==> config.mk <==
export PLATFORM = sky130hd
export DESIGN_NAME = modred_sched
export DESIGN_NICKNAME = d
export VERILOG_FILES = /design/src/rtl/modred_sched_pkg.sv /design/src/rtl/modred_sched_arb.sv /design/src/rtl/modred_sched.sv
export SDC_FILE = /design/constraint.sdc
export NUM_CORES = 1
export LEC_CHECK = 0
export ABC_AREA = 1
export ABC_CLOCK_PERIOD_IN_PS = 4300
export CAP_MARGIN = 20
export CELL_PAD_IN_SITES_DETAIL_PLACEMENT = 1
export CELL_PAD_IN_SITES_GLOBAL_PLACEMENT = 2
export CORE_MARGIN = 2
export CORE_UTILIZATION = 22
export CTS_CLUSTER_DIAMETER = 100
export DETAILED_ROUTE_END_ITERATION = 8
export PLACE_DENSITY = 0.82
export SETUP_SLACK_MARGIN = 0.1
export SYNTH_ARGS = -nofsm -noshare
export SYNTH_HDL_FRONTEND = slang
export SYNTH_HIERARCHICAL = 1
export SYNTH_SLANG_ARGS = --single-unit
export TNS_END_PERCENT = 50
==> constraint.sdc <==
create_clock -name clk -period 4.3 [get_ports clk]
set_input_delay 0.645 -clock clk [delete_from_list [all_inputs] [get_ports clk]]
set_output_delay 0.645 -clock clk [all_outputs]
set_load 0.02 [all_outputs]
==> src/rtl/modred_sched_pkg.sv <==
// Shared constants and helpers for the modular-reduction scheduler.
// The word-size constants mirror the project-wide arithmetic configuration;
// the reduction chain spends 3 register stages per machine word.
package modred_sched_pkg;

   localparam int DATA_SIZE_ARB = 24;
   localparam int W_SIZE        = 8;
   localparam int MODRED_LAT    = 3 * (DATA_SIZE_ARB / W_SIZE);

   // Action taken by the outstanding-operation counter in one cycle
   typedef enum logic [1:0] {
      CNT_HOLD = 2'd0,
      CNT_INC  = 2'd1,
      CNT_DEC  = 2'd2
   } cnt_op_e;

   // An accept and a return in the same cycle cancel out
   function automatic cnt_op_e cnt_op(input logic xfer, input logic ret);
      cnt_op_e op;
      op = CNT_HOLD;
      if (xfer && !ret) op = CNT_INC;
      else if (!xfer && ret) op = CNT_DEC;
      return op;
   endfunction

endpackage

==> src/rtl/modred_sched_arb.sv <==
// Combinational round-robin grant: first valid requester scanning cyclically
// from last+1. The pointer register lives in the parent.
module modred_rr_arb
   import modred_sched_pkg::*;
#(
   parameter int NUM_REQ = 4,
   parameter int ID_W    = $clog2(NUM_REQ)
) (
   input  logic [NUM_REQ-1:0] in_valid,
   input  logic [ID_W-1:0]    last,
   input  logic               drain,
   output logic [NUM_REQ-1:0] grant,
   output logic [ID_W-1:0]    gnt_id
);

   logic            found;
   int              idx_int;
   logic [ID_W-1:0] idx;

   // Scan last+1, last+2, ... wrapping; drain suppresses the grant but not the scan
   always_comb begin
      grant   = '0;
      gnt_id  = '0;
      found   = 1'b0;
      idx_int = 0;
      idx     = '0;
      for (int k = 1; k <= NUM_REQ; k++) begin
         idx_int = (int'(last) + k) % NUM_REQ;
         idx     = ID_W'(idx_int);
         if (!found && in_valid[idx]) begin
            found      = 1'b1;
            grant[idx] = ~drain;
            gnt_id     = idx;
         end
      end
   end

endmodule

==> src/rtl/modred_sched.sv <==
// Round-robin scheduler feeding one fixed-latency, non-stallable modular
// reduction chain. Requester IDs ride a tag pipeline matched to the chain
// latency so each result returns with its owner.
module modred_sched
   import modred_sched_pkg::*;
#(
   parameter int NUM_REQ = 4,
   parameter int IN_W    = 2 * DATA_SIZE_ARB,
   parameter int OUT_W   = DATA_SIZE_ARB,
   parameter int LAT     = MODRED_LAT
) (
   input  logic                       clk,
   input  logic                       reset_n,
   input  logic [NUM_REQ-1:0]         in_valid,
   input  logic [NUM_REQ*IN_W-1:0]    in_data,
   output logic [NUM_REQ-1:0]         in_ready,
   input  logic                       drain,
   output logic [IN_W-1:0]            dp_in,
   input  logic [OUT_W-1:0]           dp_out,
   output logic                       out_valid,
   output logic [$clog2(NUM_REQ)-1:0] out_id,
   output logic [OUT_W-1:0]           out_data,
   output logic                       idle
);

   localparam int ID_W  = $clog2(NUM_REQ);
   localparam int CNT_W = $clog2(LAT + 3);

   logic [NUM_REQ-1:0]       gnt;
   logic [ID_W-1:0]          gnt_id;
   logic                     xfer;

   logic [ID_W-1:0]          last_q,      last_d;
   logic [IN_W-1:0]          dp_in_q,     dp_in_d;
   logic [LAT:0]             tag_vld_q,   tag_vld_d;
   logic [LAT:0][ID_W-1:0]   tag_id_q,    tag_id_d;
   logic                     out_valid_q, out_valid_d;
   logic [ID_W-1:0]          out_id_q,    out_id_d;
   logic [OUT_W-1:0]         out_data_q,  out_data_d;
   logic [CNT_W-1:0]         inflight_q,  inflight_d;

   modred_rr_arb #(
      .NUM_REQ (NUM_REQ),
      .ID_W    (ID_W)
   ) u_arb (
      .in_valid (in_valid),
      .last     (last_q),
      .drain    (drain),
      .grant    (gnt),
      .gnt_id   (gnt_id)
   );

   assign in_ready  = gnt;
   assign xfer      = |(in_valid & gnt);
   assign dp_in     = dp_in_q;
   assign out_valid = out_valid_q;
   assign out_id    = out_id_q;
   assign out_data  = out_data_q;
   assign idle      = (inflight_q == '0);

   // Next-state: pointer/operand capture, tag shift, result capture, outstanding count
   always_comb begin
      last_d  = last_q;
      dp_in_d = dp_in_q;   // held, not zeroed, when idle to avoid toggling the chain
      if (xfer) begin
         last_d = gnt_id;
         for (int i = 0; i < NUM_REQ; i++) begin
            if (gnt[i]) dp_in_d = in_data[i*IN_W +: IN_W];
         end
      end

      // Tag entry 0 lines up with dp_in; entry LAT lines up with dp_out
      tag_vld_d = {tag_vld_q[LAT-1:0], xfer};
      tag_id_d  = {tag_id_q[LAT-1:0], gnt_id};

      out_valid_d = tag_vld_q[LAT];
      out_id_d    = tag_vld_q[LAT] ? tag_id_q[LAT] : out_id_q;
      out_data_d  = tag_vld_q[LAT] ? dp_out        : out_data_q;

      case (cnt_op(xfer, out_valid_q))
         CNT_INC: inflight_d = inflight_q + CNT_W'(1);
         CNT_DEC: inflight_d = inflight_q - CNT_W'(1);
         default: inflight_d = inflight_q;
      endcase
   end

   // State registers; reset discards every in-flight tag so stale chain data never surfaces
   always_ff @(posedge clk or negedge reset_n) begin
      if (!reset_n) begin
         last_q      <= ID_W'(NUM_REQ - 1);
         dp_in_q     <= '0;
         tag_vld_q   <= '0;
         tag_id_q    <= '0;
         out_valid_q <= 1'b0;
         out_id_q    <= '0;
         out_data_q  <= '0;
         inflight_q  <= '0;
      end else begin
         last_q      <= last_d;
         dp_in_q     <= dp_in_d;
         tag_vld_q   <= tag_vld_d;
         tag_id_q    <= tag_id_d;
         out_valid_q <= out_valid_d;
         out_id_q    <= out_id_d;
         out_data_q  <= out_data_d;
         inflight_q  <= inflight_d;
      end
   end

endmodule

==> impl_metrics.json, run 1 <==
{
  "synth-async-reset-ratio_pct": 100.0,
  "post_cts_buffers": 0,
  "crit_fanout": 10,
  "vias_per_cell": 4.415,
  "clkLatencyLatePin_ns": 0.35,
  "grt_antenna_before_repair": 1,
  "clkPwrFrac_pct": 11.4,
  "grt_usage_pct": 15.91,
  "numCtsBuffers": 9,
  "finalCritPeriodShare_pct": 88.73,
  "cp_cell_sequence": "inv_1 > ha_1 > inv_1 > nand3_1 > nand2_2 > nand2_1 > nor2_2 > nand2_1 > nand4_1 > clkdlybuf4s50_1",
  "io_pins": 303,
  "crit_required_ns": 3.65,
  "drive_above_1_share_pct": 10.22,
  "grt_pass1_wl_mm": 34.95,
  "route.detailed.drc": 0,
  "fp.dieH_um": 168.1,
  "p_switching_uw": 3573,
  "hold_viol_final": 0,
  "arrival_ns": 3.17,
  "ys_ff_latch": 111,
  "io_buffers": 302,
  "dieArea_um2": 28270,
  "fmax_mhz": 262.1,
  "ant_nets": 0,
  "cts_num_sinks": 111,
  "htreeDepth": 3,
  "die_width_um": 168.1,
  "coreArea_um2": 26730,
  "power.share.combinational_pct": 63.5,
  "r2r-start": "last_q[1]",
  "startpoint": "last_q[1]",
  "netlist.area_leader.share_pct": 46.02,
  "swShare_pct": 47.76,
  "vdd_drop_max_mv": 0.4006,
  "cts_root_buf": "clkbuf_16",
  "synthMostInstantiatedCell": "nand2_1",
  "cts_hold_buf": 0,
  "start_util_pct": 22.18,
  "syn_inst": 705,
  "place.gp.congestion": 0.8061,
  "drtIter0Drc": 212,
  "critPathKind": "register to output port",
  "p_int_uw": 3908,
  "final_nets": 1227,
  "synth.area.top_cells": "dfrtp_1, nand2_1, mux2_2, o21ai_0, inv_1",
  "via_count": 5912,
  "register_area_um2": 2784,
  "clkSlewWorstSetupHoldPaths_ns": 0.08,
  "syn-num-nets": 939,
  "synth_commonest_cells": "nand2_1, dfrtp_1, inv_1",
  "period_needed_ns": 3.815,
  "yosysTopAreaCell": "dfrtp_1",
  "critPathSlowestCell": "dfstp_2",
  "wl_mm": 22.80,
  "synthToLayoutAreaGrowth_pct": 61.90,
  "avgSynthCellArea_um2": 8.407,
  "worstSetupStartpointType": "register",
  "diodes": 0,
  "p_seq_share_pct": 25.2,
  "fill_cells": 3114,
  "first_global_vias": 6083,
  "finalPower_uw": 7481,
  "placementRows": 60,
  "ys_warn_count": 6,
  "overflow": 0,
  "slew_violations": 0,
  "routedWlPerCell_um": 17.02,
  "max-cap-violations": 0,
  "hpwl_mm": 17.29,
  "cts_tree": "built",
  "multi_input_area_um2": 2655,
  "drt_first_pass_iters": 4,
  "relSlewSlack_pct": 37.27,
  "worstMarginPinSlew_ns": 0.9388,
  "tns_ns": 0,
  "p_per_area_nw_per_um2": 779.6,
  "synth_edf_count": 0,
  "synth.yosys.seq_area_share_pct": 46.91,
  "fin_skew_ns": 0.01011,
  "reg2reg_slack_ns": 0.57,
  "endpoint": "in_ready[2]",
  "cp_slowest_stage_delay_ns": 0.66,
  "cp-end-kind": "output port",
  "grt_max_degree": 67,
  "worst-r2r-cell-count": 16,
  "netlist_area_um2": 5927,
  "synthFlopType": "dfrtp_1",
  "hp-class": "register to register",
  "synth_cell_type_count": 32,
  "clockBufferDepth": 2,
  "finalSetupViolCount": 0,
  "leakage_uw": 0.004245,
  "status": "complete, no violations",
  "rsz0062_at_grt": "no",
  "rr_endpoint": "dp_in[42]"
}
==> layout make-up <==
class                   count  share of cell area, %
flip-flops and latches    111                  29.01
inverters                  74                  2.947
well taps                 341                  4.446
multi-input cells         481                  27.67
clock buffers               9                  2.347
clock inverters             7                 0.7693
repair buffers            316                  32.81
==> how the worst min path moves through the flow <==
| stage | slack [ns] | start | endpoint | cells after the start |
|---|---|---|---|---|
| after detailed placement | 0.34 | tag_id_d[10] | tag_id_d[12] | 0 |
| final | 0.34 | tag_id_d[10] | tag_id_d[12] | 0 |
| after global placement | 0.33 | tag_id_d[9] | tag_id_d[11] | 0 |
| after CTS | 0.35 | tag_id_d[10] | tag_id_d[12] | 0 |
| after global routing | 0.36 | tag_id_d[12] | tag_id_d[14] | 0 |
| after floorplan | 0.33 | tag_id_d[8] | tag_id_d[10] | 0 |
==> worst max-delay path: cells and delay by family (launching register included) <==
family,cells,cell delay [ns]
flip-flops,1,0.66
AND/OR/NAND/NOR,6,0.78
buffers and inverters,3,0.99
adder cells (fa/ha/maj),1,0.38
==> placed cells by master, fill, tap and decap left out, types with 14 or more instances in the layout <==
cell	n
clkdlybuf4s50_1	300
nand2_1	244
dfrtp_1	109
inv_1	69
o21ai_0	56
o21ai_1	42
a22oi_1	28
mux2_2	26
a22oi_2	20
nand3_1	17
buf_4	14
==> per-layer routing <==
| metal | track usage [%] | share of wire [%] | vias to the layer above | wire length (um) |
|---|---|---|---|---|
| met5 | 0 | 0.070 | - | 16 |
| met4 | 2.961 | 0.78 | 2 | 177 |
| met3 | 5.101 | 8.2 | 17 | 1876 |
| met2 | 28.01 | 48 | 223 | 11040 |
| met1 | 19.19 | 42 | 2808 | 9685 |
| li1 | - | - | 2862 | - |
==> flip-flops by register name, indices dropped and copies added, names as in the netlist, 2 cells and up <==
register,cells
tag_vld_q,10
dp_in,48
tag_id_d,18
inflight_q,4
out_data,24
out_id,2
last_q,2
tag_id_q,2
==> metrics by stage <==
stage	std cells	hold WS [ns]	utilization, %	setup slack [ns]	cell area, um^2
after global placement	1322	0.3313	34.66	0.6238	9263
after floorplan	705	0.3312	-	0.7893	5927
final	1339	0.3436	35.90	0.4846	9595
after CTS	1338	0.3457	35.78	0.2968	9562
after detailed placement	1322	0.3358	34.66	0.5023	9263
after global routing	1339	0.3583	35.90	0.1670	9595
==> power by group through the flow <==
stage	combinational [uW]	sequential [uW]	clock, uW
3_5_place_dp	4820	1930	0
5_1_grt	5310	1960	927
6_report	4750	1880	850
3_3_place_gp	4760	1900	0
4_1_cts	4830	1920	889
2_1_floorplan	2600	2240	0
==> cells by family (layout without fill, tap and decap cells) <==
| logic type | Yosys count | count (layout) | synth area share (%) |
|---|---|---|---|
| XOR/XNOR | 3 | 3 | 0.4434 |
| buffers and inverters | 113 | 406 | 8.550 |
| AND/OR/NAND/NOR | 291 | 291 | 20.43 |
| adder cells (fa/ha/maj) | 11 | 11 | 2.322 |
| AO/OA/AOI/OAI | 150 | 150 | 16.40 |
| flip-flops | 111 | 111 | 46.91 |
| multiplexers | 26 | 26 | 4.940 |
==> what timing repair did <==
item | in CTS | in global routing
setup endpoints to repair | 0 | 1
endpoints found under the hold margin | 0 | 0
resized for setup | 0 | 2
(Power assumes the default switching activity.)
==> inputs of run 2 (changes only) <==
Settings changed: ABC_CLOCK_PERIOD_IN_PS 4300 to unset.
==> results of run 2 <==
No change in the layout: final DEF, timing and power equal those of run 1.
